===== src/rtl/fir_out_requant_if.sv =====
// Stream bundle for the FIR output requantizer.
// Sample input, head-of-FIFO output and status.
interface fir_out_requant_if #(
  parameter int IN_W  = 16,
  parameter int OUT_W = 8,
  parameter int DEPTH = 4,
  parameter int CNT_W = 16
);
  localparam int LW = $clog2(DEPTH) + 1;

  logic                    in_valid;
  logic signed [IN_W-1:0]  in_data;
  logic                    out_valid;
  logic                    out_ready;
  logic signed [OUT_W-1:0] out_data;
  logic [LW-1:0]           fifo_level;
  logic                    overflow;
  logic [CNT_W-1:0]        sat_count;

  modport master (
    output in_valid, in_data, out_ready,
    input  out_valid, out_data, fifo_level,
    input  overflow, sat_count
  );

  modport slave (
    input  in_valid, in_data, out_ready,
    output out_valid, out_data, fifo_level,
    output overflow, sat_count
  );
endinterface


===== src/rtl/fir_out_requant.sv =====
// FIR output requantizer: rounding shift, clip to
// OUT_W, small FIFO towards a valid/ready consumer.
module fir_out_requant #(
  parameter int IN_W  = 16,
  parameter int OUT_W = 8,
  parameter int SHIFT = 2,
  parameter int DEPTH = 4,
  parameter int CNT_W = 16
) (
  input logic clk,
  input logic reset,
  fir_out_requant_if.slave bus
);
  localparam int AW = $clog2(DEPTH);
  localparam int LW = AW + 1;

  typedef logic signed [IN_W:0] wide_t;

  localparam wide_t RND = wide_t'((2 ** SHIFT) / 2);
  localparam wide_t HI  = wide_t'((2 ** (OUT_W - 1)) - 1);
  localparam wide_t LO  = wide_t'(-(2 ** (OUT_W - 1)));

  typedef struct packed {
    logic                    vld;
    logic                    clip;
    logic signed [OUT_W-1:0] q;
  } s1_t;

  wide_t                   t;
  wide_t                   r;
  logic                    hi;
  logic                    lo;
  logic signed [OUT_W-1:0] q;
  s1_t                     s1;

  always_comb begin
    t  = {bus.in_data[IN_W-1], bus.in_data};
    t  = t + RND;
    r  = t >>> SHIFT;
    hi = r > HI;
    lo = r < LO;
    q  = r[OUT_W-1:0];
    unique case (1'b1)
      hi:      q = HI[OUT_W-1:0];
      lo:      q = LO[OUT_W-1:0];
      default: q = r[OUT_W-1:0];
    endcase
  end

  always_ff @(posedge clk) begin
    if (reset) begin
      s1 <= '0;
    end else begin
      s1.vld  <= bus.in_valid;
      s1.clip <= hi | lo;
      s1.q    <= q;
    end
  end

  logic signed [OUT_W-1:0] mem [DEPTH];
  logic [AW-1:0]           wr_ptr;
  logic [AW-1:0]           rd_ptr;
  logic [LW-1:0]           cnt;
  logic                    ovf;
  logic [CNT_W-1:0]        sat;
  logic                    pop;
  logic                    full;
  logic                    push;
  logic                    drop;

  // A pop in the same cycle frees the slot a full FIFO needs.
  assign pop  = (cnt != '0) && bus.out_ready;
  assign full = cnt == LW'(DEPTH);
  assign push = s1.vld && (!full || pop);
  assign drop = s1.vld && full && !pop;

  always_ff @(posedge clk) begin
    if (push) mem[wr_ptr] <= s1.q;
  end

  always_ff @(posedge clk) begin
    if (reset) begin
      wr_ptr <= '0;
      rd_ptr <= '0;
      cnt    <= '0;
      ovf    <= 1'b0;
      sat    <= '0;
    end else begin
      if (push) wr_ptr <= wr_ptr + 1'b1;
      if (pop)  rd_ptr <= rd_ptr + 1'b1;
      unique case (1'b1)
        push && !pop: cnt <= cnt + 1'b1;
        pop && !push: cnt <= cnt - 1'b1;
        default:      cnt <= cnt;
      endcase
      if (drop) ovf <= 1'b1;
      if (s1.vld && s1.clip && sat != '1)
        sat <= sat + 1'b1;
    end
  end

  assign bus.out_valid  = cnt != '0;
  assign bus.out_data   = bus.out_valid ? mem[rd_ptr] : '0;
  assign bus.fifo_level = cnt;
  assign bus.overflow   = ovf;
  assign bus.sat_count  = sat;
endmodule


===== src/flat_wrapper.sv =====
// flat-port wrapper written by rule: the top's interface ports become plain ports
module fir_out_requant_flat 
#(
  parameter int IN_W  = 16,
  parameter int OUT_W = 8,
  parameter int SHIFT = 2,
  parameter int DEPTH = 4,
  parameter int CNT_W = 16
)
  (clk, reset, bus_in_valid, bus_in_data, bus_out_ready, bus_out_valid, bus_out_data, bus_fifo_level, bus_overflow, bus_sat_count);
  fir_out_requant_if #(.IN_W(IN_W), .OUT_W(OUT_W), .DEPTH(DEPTH), .CNT_W(CNT_W)) bus_i ();
  input logic clk;
  input logic reset;
  input wire logic [$bits(bus_i.in_valid)-1:0] bus_in_valid;
  input wire logic [$bits(bus_i.in_data)-1:0] bus_in_data;
  input wire logic [$bits(bus_i.out_ready)-1:0] bus_out_ready;
  output wire logic [$bits(bus_i.out_valid)-1:0] bus_out_valid;
  output wire logic [$bits(bus_i.out_data)-1:0] bus_out_data;
  output wire logic [$bits(bus_i.fifo_level)-1:0] bus_fifo_level;
  output wire logic [$bits(bus_i.overflow)-1:0] bus_overflow;
  output wire logic [$bits(bus_i.sat_count)-1:0] bus_sat_count;
  assign bus_i.in_valid = bus_in_valid;
  assign bus_i.in_data = bus_in_data;
  assign bus_i.out_ready = bus_out_ready;
  assign bus_out_valid = bus_i.out_valid;
  assign bus_out_data = bus_i.out_data;
  assign bus_fifo_level = bus_i.fifo_level;
  assign bus_overflow = bus_i.overflow;
  assign bus_sat_count = bus_i.sat_count;
  fir_out_requant #(.IN_W(IN_W), .OUT_W(OUT_W), .SHIFT(SHIFT), .DEPTH(DEPTH), .CNT_W(CNT_W)) u_core (.clk(clk), .reset(reset), .bus(bus_i));
endmodule

===== config.mk =====
export PLATFORM = sky130hd
export DESIGN_NAME = fir_out_requant_flat
export DESIGN_NICKNAME = d
export VERILOG_FILES = /design/src/rtl/fir_out_requant_if.sv /design/src/rtl/fir_out_requant.sv /design/src/flat_wrapper.sv
export SDC_FILE = /design/constraint.sdc
export NUM_CORES = 1
export LEC_CHECK = 0
export ABC_AREA = 0
export BUFFER_PORTS_ARGS = -buffer_cell sky130_fd_sc_hd__buf_2
export CORE_MARGIN = 3
export CORE_UTILIZATION = 28
export CTS_CLUSTER_SIZE = 24
export DETAILED_ROUTE_END_ITERATION = 10
export GPL_TIMING_DRIVEN = 0
export PLACE_DENSITY = 0.53
export SKIP_CTS_REPAIR_TIMING = 1
export SYNTH_ARGS = -nofsm -noshare
export SYNTH_HDL_FRONTEND = slang
export SYNTH_SLANG_ARGS = --single-unit
export TNS_END_PERCENT = 10

===== constraint.sdc =====
create_clock -name clk -period 4.58 [get_ports clk]
set_clock_uncertainty 0.05 [all_clocks]
set_input_delay 0.458 -clock clk [delete_from_list [all_inputs] [get_ports clk]]
set_output_delay 0.458 -clock clk [all_outputs]
set_load 0.1 [all_outputs]

Word-level counts from Yosys, hierarchy flattened
Memory sizes are Yosys's and may differ from the RTL's. A register that Yosys moved wholly into a read port is not among the register bits.
Cells that the tools add are included.
{"block": "totals", "latchBits": 0, "wordCells": 41, "regBits": 34, "ramBits": 32, "romBits": 0, "n_memories": 1, "output_inout_bits": 29}
{"name": "u_core.mem", "depth": 4, "width": 8, "rd": 1, "rd_clocked_by_memory_dff": 1, "wr": 1, "line_no": "fir_out_requant.sv:60", "source": "logic signed [OUT_W-1:0] mem [DEPTH];"}
{"block": "op_classes", "bitwise_logic": 1, "n_reduce_logical": 14, "n_eq_ne": 2, "shifts": 0, "n_addsub": 6, "n_mul": 0, "div": 0, "muxes": 7, "n_lt_le_gt_ge": 2}
{"operator": "$add 16x3->17 const B", "count": 1}
{"operator": "$add 16x1->16 const B", "count": 1}
{"operator": "$ne 16x16->1 const B", "count": 1}
{"operator": "$pmux 8 s2", "count": 1}
{"operator": "$gt 15x8->1 const B", "count": 1}
{"operator": "$lt 15x8->1 const B", "count": 1}
{"operator": "$logic_and 1x1->1", "count": 8}
{"operator": "$mux 8", "count": 1}
{"operator": "$pmux 3 s2", "count": 1}
{"operator": "$add 2x1->2 const B", "count": 2}
{"operator": "$mux 2", "count": 2}
{"operator": "$add 3x1->3 const B", "count": 1}
{"operator": "$eq 3x3->1 const B", "count": 1}
{"operator": "$logic_not 1->1", "count": 3}
{"operator": "$reduce_bool 3->1", "count": 1}
{"operator": "$sub 3x1->3 const B", "count": 1}
{"operator": "$mux 1", "count": 2}
{"operator": "$reduce_bool 2->1", "count": 1}
{"operator": "$logic_or 1x1->1", "count": 1}
{"operator": "$or 1x1->1", "count": 1}

Depth between registers and ports, before layout
Gate-level depths: netlist (run 1).
{"block": "logic_depth", "ltp_word": 7, "mapped_depth": 10, "mapped_depth_nobuf": 9}

Least setup slack after synthesis (run 1)
No wires, ideal clock.
{"block": "synth_timing", "path_type": "reg-to-reg", "startpoint": "reg u_core.cnt[0], in the netlist u_core.bus.fifo_level[0]", "endpoint": "reg u_core.cnt[2], in the netlist u_core.bus.fifo_level[2]", "path_stages_with_launch": 10, "period_less_slack_ns": 3.738, "arrival_ns": 3.617, "setup_slack_ns": 0.842, "path_buffers": 1, "required_time_ns": 4.459, "path_cell_list": "dfxtp_1 or3_1 clkbuf_1 and2_1 ha_1 inv_1 fa_1 xor2_1 or3_1 a21oi_1"}
{"block": "synth_between", "elab_chain_cells": 7}
{"element": "start, declared", "line_no": "fir_out_requant.sv:63", "source": "logic [LW-1:0] cnt;"}
{"element": "start signal, assigned", "line_no": "fir_out_requant.sv:92", "source": "push && !pop: cnt <= cnt + 1'b1;"}
{"element": "start signal, assigned", "line_no": "fir_out_requant.sv:93", "source": "pop && !push: cnt <= cnt - 1'b1;"}
{"element": "start signal, assigned", "line_no": "fir_out_requant.sv:94", "source": "default: cnt <= cnt;"}
{"element": "$reduce_bool 3->1 (*)"}
{"element": "via bus_out_valid", "line_no": "flat_wrapper.sv:17", "source": "output wire logic [$bits(bus_i.out_valid)-1:0] bus_out_valid;"}
{"element": "$logic_and 1x1->1 (*)", "line_no": "fir_out_requant.sv:72", "source": "assign pop = (cnt != '0) && bus.out_ready;"}
{"element": "via u_core.pop", "line_no": "fir_out_requant.sv:66", "source": "logic pop;"}
{"element": "$logic_or 1x1->1", "line_no": "fir_out_requant.sv:74", "source": "assign push = s1.vld && (!full || pop);"}
{"element": "$logic_and 1x1->1", "line_no": "fir_out_requant.sv:74"}
{"element": "$logic_not 1->1", "line_no": "fir_out_requant.sv:93"}
{"element": "$logic_and 1x1->1", "line_no": "fir_out_requant.sv:93"}
{"element": "$pmux 3 s2 or $reduce_bool 2->1 (tied branches)"}
The timed path passes the listed nets; every way through them passes the cells marked *.
A chain may end at the register's enable or synchronous reset.

==> results of run 1 <==
==> flip-flops by register name, indices dropped and copies added, names as in the netlist, named ones only <==
register and flops:
u_core.s1 10, u_core.wr_ptr 2, u_core.bus.fifo_level 3, u_core.bus.overflow 1
u_core.rd_ptr 2, u_core.mem 32, u_core.bus.sat_count 16
==> worst max-delay path, delay by kind of cell (launching register included) <==
kind	cells	cell delay [ns]
buffers and inverters	2	0.80
flip-flops	1	0.31
AND/OR/NAND/NOR	1	0.16
multiplexers	1	0.60
==> cells in the final DEF, fill, tap and decap left out, types with 2 or more instances in the layout <==
master,n
ha_1,7
nand4_1,6
mux2i_1,3
xor2_1,15
buf_2,46
nor3_1,5
and2_1,15
o31ai_1,8
xnor2_1,13
nand3_1,7
inv_1,8
clkbuf_8,9
nand3_4,2
clkbuf_1,8
edfxtp_1,32
dfxtp_1,36
nor2b_1,2
a211oi_1,2
nand4b_1,2
nand2b_1,2
or3_1,4
o21ai_0,3
nand2_1,14
nor4_1,2
a21oi_1,8
bufinv_16,2
mux4_2,8
clkinvlp_4,2
nor2_1,34
and3_1,4
clkinv_1,2
==> final timing paths <==
kind	start	endpoint	slack (ns)	cells past startpoint
worst max register to register	u_core.bus.fifo_level[0]$_SDFFE_PP0P_	u_core.bus.fifo_level[2]$_SDFFE_PP0P_	2.09	10
worst min register to register	u_core.s1[1]$_SDFF_PP0_	u_core.mem[3][1]$_DFFE_PP_	0.43	0
worst min-delay path	bus_in_valid	u_core.s1[9]$_SDFF_PP0_	0.29	2
worst max-delay path	flop	bus_out_data[0]	1.85	4
==> per-layer routing <==
layer	vias up	global-route usage (%)
met3	7	2.83
li1	1074	-
met4	0	4.62
met5	-	0
met2	53	16.3
met1	978	13.4
==> cell families after synthesis <==
group                    synth area share, %
adder cells (fa/ha/maj)                 3.46
AO/OA/AOI/OAI                           6.08
flip-flops                              54.1
buffers and inverters                   1.93
XOR/XNOR                                7.89
multiplexers                            7.13
AND/OR/NAND/NOR                         19.4
==> final cells by class <==
| cell class | count | share of cell area [%] |
|---|---|---|
| tap | 136 | 4.57 |
| buffer | 8 | 0.807 |
| timing repair buffer | 46 | 6.18 |
| multi-input combinational | 182 | 36.7 |
| clock inverter | 7 | 2.45 |
| inverter | 8 | 0.807 |
| sequential | 68 | 45.2 |
| clock buffer | 9 | 3.33 |
==> power by group through the flow <==
stage / Clock (mW) / Sequential [mW] / Combinational, mW
after floorplan: 0 / 0.797 / 0.564
after global placement: 0 / 0.720 / 0.758
after detailed placement: 0 / 0.722 / 0.761
after CTS: 0.546 / 0.708 / 0.763
after global routing: 0.574 / 0.715 / 0.794
final: 0.531 / 0.708 / 0.753
==> through the flow <==
stage                     util (%)  worst slack [ns]  cell area, sq um
final                         35.3              1.85              3720
after global routing          35.3              1.73              3720
after CTS                     35.3              1.79              3720
after detailed placement      33.2              1.94              3510
after global placement        33.2              1.95              3510
after floorplan                  -             0.842              3110
==> flow_summary.toml, run 1 <==
[floorplan]
start_util_pct = 29.4
core_region_area_sq_mm = 0.0106
die_h_um = 111
row_count = 37
io_pins = 49
die_area_sq_mm = 0.0124
die_x_um = 111

[critical_path]
worst-path-max-fanout = 8
cp-end-kind = "output port"
critPathLaunchType = "flop"
cp_data_arrival_time_ns = 2.22
cpPeakStageDelay_ns = 0.60
crit_required_ns = 4.07
slowest_stage = "mux4_2"
cp_cell_sequence = "clkbuf_1 > mux4_2 > and2_1 > buf_2"
critPathKind = "flop to output port"

[logic_synthesis]
syn_nets = 294
ys_top_cells_by_area = "edfxtp_1 (31%), dfxtp_1 (23%), mux4_2 (5.8%), xor2_1 (4.2%), nor2_1 (4.1%)"
synth.most_common_cell = "dfxtp_1"
synth_edf_count = 32
yosys_warnings = 0
synth_top_cell_area_share_pct = 30.9
synthTopCellsByCount = "dfxtp_1 (36), nor2_1 (34), edfxtp_1 (32)"
synth.distinct_cells = 42
ys.flop_type = "dfxtp_1"
synth_cells = 266
syn_area_sq_mm = 0.00311
synthArstFlopShare_pct = 0
ys_ff_latch = 68
ys_seq_area_share_pct = 54.1
yosysTopAreaCell = "edfxtp_1"
syn_avg_cell_area_sq_um = 11.7

[placed_design]
dpl.cell_count = 448
hpwl_mm = 4.45
gp_congestion = 0.762
portBuffers = 46

[cts]
clk_latency_ns = 0.34
clock_path_buffers = 2
cts.reportedPaths.clkPinSlew_ns = 0.08
root_buffer = "clkbuf_8"
cts_tree = "yes"
cts_max_level = 3
numCtsBuffers = 9
clock-sinks = 68

[power_and_ir_drop]
cellPowerDensity_mw_per_mm2 = 535
ir_worst_vdd_mv = 0.482
clockPowerShare_pct = 26.7
p_leak_nw = 1.35
comb_power_share_pct = 37.8
p_seq_share_pct = 35.5
p_sw_uw = 846
switching_share_pct = 42.4
power.total_mw = 1.99
internal_power_mw = 1.15

[layout]
antennaDiodeCount = 0
fin_cells = 464
fill_cells = 1068
syn_to_final_growth_pct = 19.8
multiInputGateArea_sq_mm = 0.00137
drive_gt1_share_pct = 22.9
nets = 351
seq_area_sq_mm = 0.00168

[timing]
slew_violations = 0
setup_viol = 0
period_needed_ns = 2.73
timing.fmax_ghz = 0.367
worstMarginPinSlew_ns = 0.883
slew_headroom_pct = 40.2
rsz0062_at_grt = "no"
setup_tns_ns = 0
whs_ns = 0.287
hold_violations = 0
min_period_over_period_pct = 59.5

[routing]
wl_mm = 6.21
met3_length_um = 280
first_iter_violations = 86
wl_met1_mm = 2.95
remaining_drc_errors = 0
drt_first_pass_iters = 4
routedWlPerCell_um = 13.4
dr_total_vias = 2112
top_layer_used = "met4"
vias_per_cell = 4.55
antenna_left = 0
dr_wl_met2_mm = 2.89

[global_route]
grt_pass1_wl_mm = 10.2
grt_pass1_vias = 2082
track_usage_pct = 10.4
antenna_found_initial = 0
grt_overflow = 0
grt_max_degree = 13

[status]
status = "complete, no violations"

[flow_run]
timing.max_cap.violations = 0

[hold_path]
hp-class = "primary input to flop"
(Power assumes the default switching activity.)
==> run 2: changes to the inputs <==
Settings changed: ABC_AREA 0 to 1.
Clock period 4.58 ns to 2.7 ns, I/O delays scaled along.
==> run 2 against run 1 <==
- critical path type unchanged
- synthesized cell count up 53%
- largest power group unchanged
- combinational power increased by 90%
- worst setup slack got worse by 1.7 ns
- core utilization is 0.57 points higher
- highest routed layer unchanged
- clock power rose by 120%
- register-to-register slack worse by 1.8 ns
- wire length grew 20%
- clock-buffer cell count unchanged
==> flow_summary.toml, run 2 <==
[flow_run]
timing.max_cap.violations = 0

[timing]
setup_viol = 0
min_period_over_period_pct = 92.5
slew_headroom_pct = 48.4
timing.fmax_ghz = 0.400
period_needed_ns = 2.50
whs_ns = 0.100
rsz0062_at_grt = "no"
worstMarginPinSlew_ns = 0.771
slew_violations = 0
hold_violations = 0
setup_tns_ns = 0

[critical_path]
critPathLaunchType = "flop"
worst-path-max-fanout = 9
slowest_stage = "buf_2"
critPathKind = "flop to output port"
crit_required_ns = 2.38
crit-reg2reg-launch = "u_core.bus.fifo_level[0]$_SDFFE_PP0P_"
cp_data_arrival_time_ns = 2.18
cp_cell_sequence = "buf_1 > inv_1 > nor2_1 > o21ai_0 > a21oi_2 > buf_2"
r2r_cells = 11
cp-end-kind = "output port"
rrSetupSlack_ns = 0.33
cpPeakStageDelay_ns = 0.44
rr_endpoint = "u_core.bus.fifo_level[2]$_SDFFE_PP0P_"

[hold_path]
hp-class = "primary input to flop"
hp-start = "bus_in_valid"
worstHoldEndpoint = "u_core.s1[9]$_SDFF_PP0_"
whs_path_depth = 3

[routing]
dr_total_vias = 2767
vias_per_cell = 4.51
routedWlPerCell_um = 12.2
antenna_left = 0
remaining_drc_errors = 0
drt_first_pass_iters = 4
first_iter_violations = 106
wl_mm = 7.46

[floorplan]
start_util_pct = 29.2
die_h_um = 116
row_count = 39
core_region_area_sq_mm = 0.0116
io_pins = 49
die_area_sq_mm = 0.0135
die_x_um = 116

[cts]
cts_max_level = 3
cts_tree = "yes"
numCtsBuffers = 9
clock_path_buffers = 2
root_buffer = "clkbuf_16"
clock-sinks = 68
cts.reportedPaths.clkPinSlew_ns = 0.06
clk_latency_ns = 0.33

[logic_synthesis]
synthTopCellsByCount = "nand2_1 (76), nor2_1 (67), inv_1 (39)"
synth_cells = 408
synth.most_common_cell = "nand2_1"
syn_avg_cell_area_sq_um = 8.31
yosys_warnings = 0
ys_ff_latch = 68
synth.distinct_cells = 34
ys.flop_type = "dfxtp_1"
syn_nets = 436
yosysTopAreaCell = "edfxtp_1"
ys_seq_area_share_pct = 49.6
synthArstFlopShare_pct = 0
syn_area_sq_mm = 0.00339
synth_top_cell_area_share_pct = 28.3
synth_edf_count = 32
ys_top_cells_by_area = "edfxtp_1 (28%), dfxtp_1 (21%), nand2_1 (8.4%), nor2_1 (7.4%), a21oi_1 (4.9%)"

[layout]
drive_gt1_share_pct = 21.3
stdcell_area_sq_mm = 0.00416
largest_reg_flops = 32
layout_commonest_cell = "nand2_1"
syn_to_final_growth_pct = 22.8
layout_common_cells = "nand2_1 (75), nor2_1 (67), buf_2 (45)"
antennaDiodeCount = 0
nets = 493
top_register = "u_core.mem"
final_util_pct = 35.8

[power_and_ir_drop]
ir_worst_vdd_mv = 0.303
power.total_mw = 3.80
p_leak_nw = 1.64
cellPowerDensity_mw_per_mm2 = 913

[placed_design]
hpwl_mm = 5.73
portBuffers = 46
detailed_place.area_sq_mm = 0.00385
gp_congestion = 0.839

[global_route]
grt_overflow = 0
track_usage_pct = 11.7
grt_pass1_wl_mm = 12.4
grt_max_degree = 15
antenna_found_initial = 0
grt_pass1_vias = 2574

[status]
status = "complete, no violations"
run 2: logic make-up after synthesis:
kind of cell	after synthesis	share of synthesized area (%)
and+or+nand+nor	206	28.2
xor gates and xnor gates	16	4.13
adders and majority gates	8	3.17
AOI/OAI and AO/OA	57	8.71
DFF	68	49.6
buffers and inverters	53	6.20
run 2: power breakdown:
group / switching [mW] / internal [mW] / leakage [nW]
sequential: 0.0364 / 1.16 / 0.591
clock: 0.453 / 0.727 / 0.143
combinational: 1.18 / 0.248 / 0.910
run 2: layout make-up:
| cell class | count | area, sq um |
|---|---|---|
| flip-flops and latches | 68 | 1690 |
| well taps | 143 | 179 |
| fillers | 1232 | 7450 |
| repair buffers | 46 | 233 |
| inverters | 42 | 161 |
| clock inverters | 7 | 80.1 |
| clock buffers | 9 | 225 |
| multi-input cells | 287 | 1540 |
| plain buffers | 11 | 55.1 |
run 2: through the flow:
step / setup slack [ns] / cells
2_1_floorplan: 0.00180 / 408
6_report: 0.201 / 613
5_1_grt: 0.0460 / 613
3_5_place_dp: 0.181 / 597
3_3_place_gp: 0.241 / 597
4_1_cts: 0.0179 / 613
run 2: routing by layer:
| layer | share of wire [%] | wire [um] | GRT usage [%] | up-vias |
|---|---|---|---|---|
| met5 | 0 | 0 | 0 | - |
| met4 | 1.4 | 102 | 3.94 | 0 |
| met3 | 4.8 | 361 | 3.55 | 8 |
| met2 | 44 | 3260 | 18.0 | 61 |
| met1 | 50 | 3740 | 15.8 | 1236 |
| li1 | - | - | - | 1462 |
run 2: how the worst max path moves through the flow:
stage,endpoint,slack [ns]
floorplan,u_core.bus.fifo_level[2]$_SDFFE_PP0P_,0.002
global placement,u_core.bus.fifo_level[2]$_SDFFE_PP0P_,0.24
detailed placement,u_core.bus.fifo_level[2]$_SDFFE_PP0P_,0.18
CTS,bus_out_data[1],0.02
global route,bus_out_data[1],0.05
finish,bus_out_data[1],0.20
run 2: critical path, delay by kind of cell (launching register included):
family | cells | cell delay (ns)
AO/OA/AOI/OAI | 2 | 0.26
buffers and inverters | 3 | 1.08
flip-flops | 1 | 0.30
AND/OR/NAND/NOR | 1 | 0.21
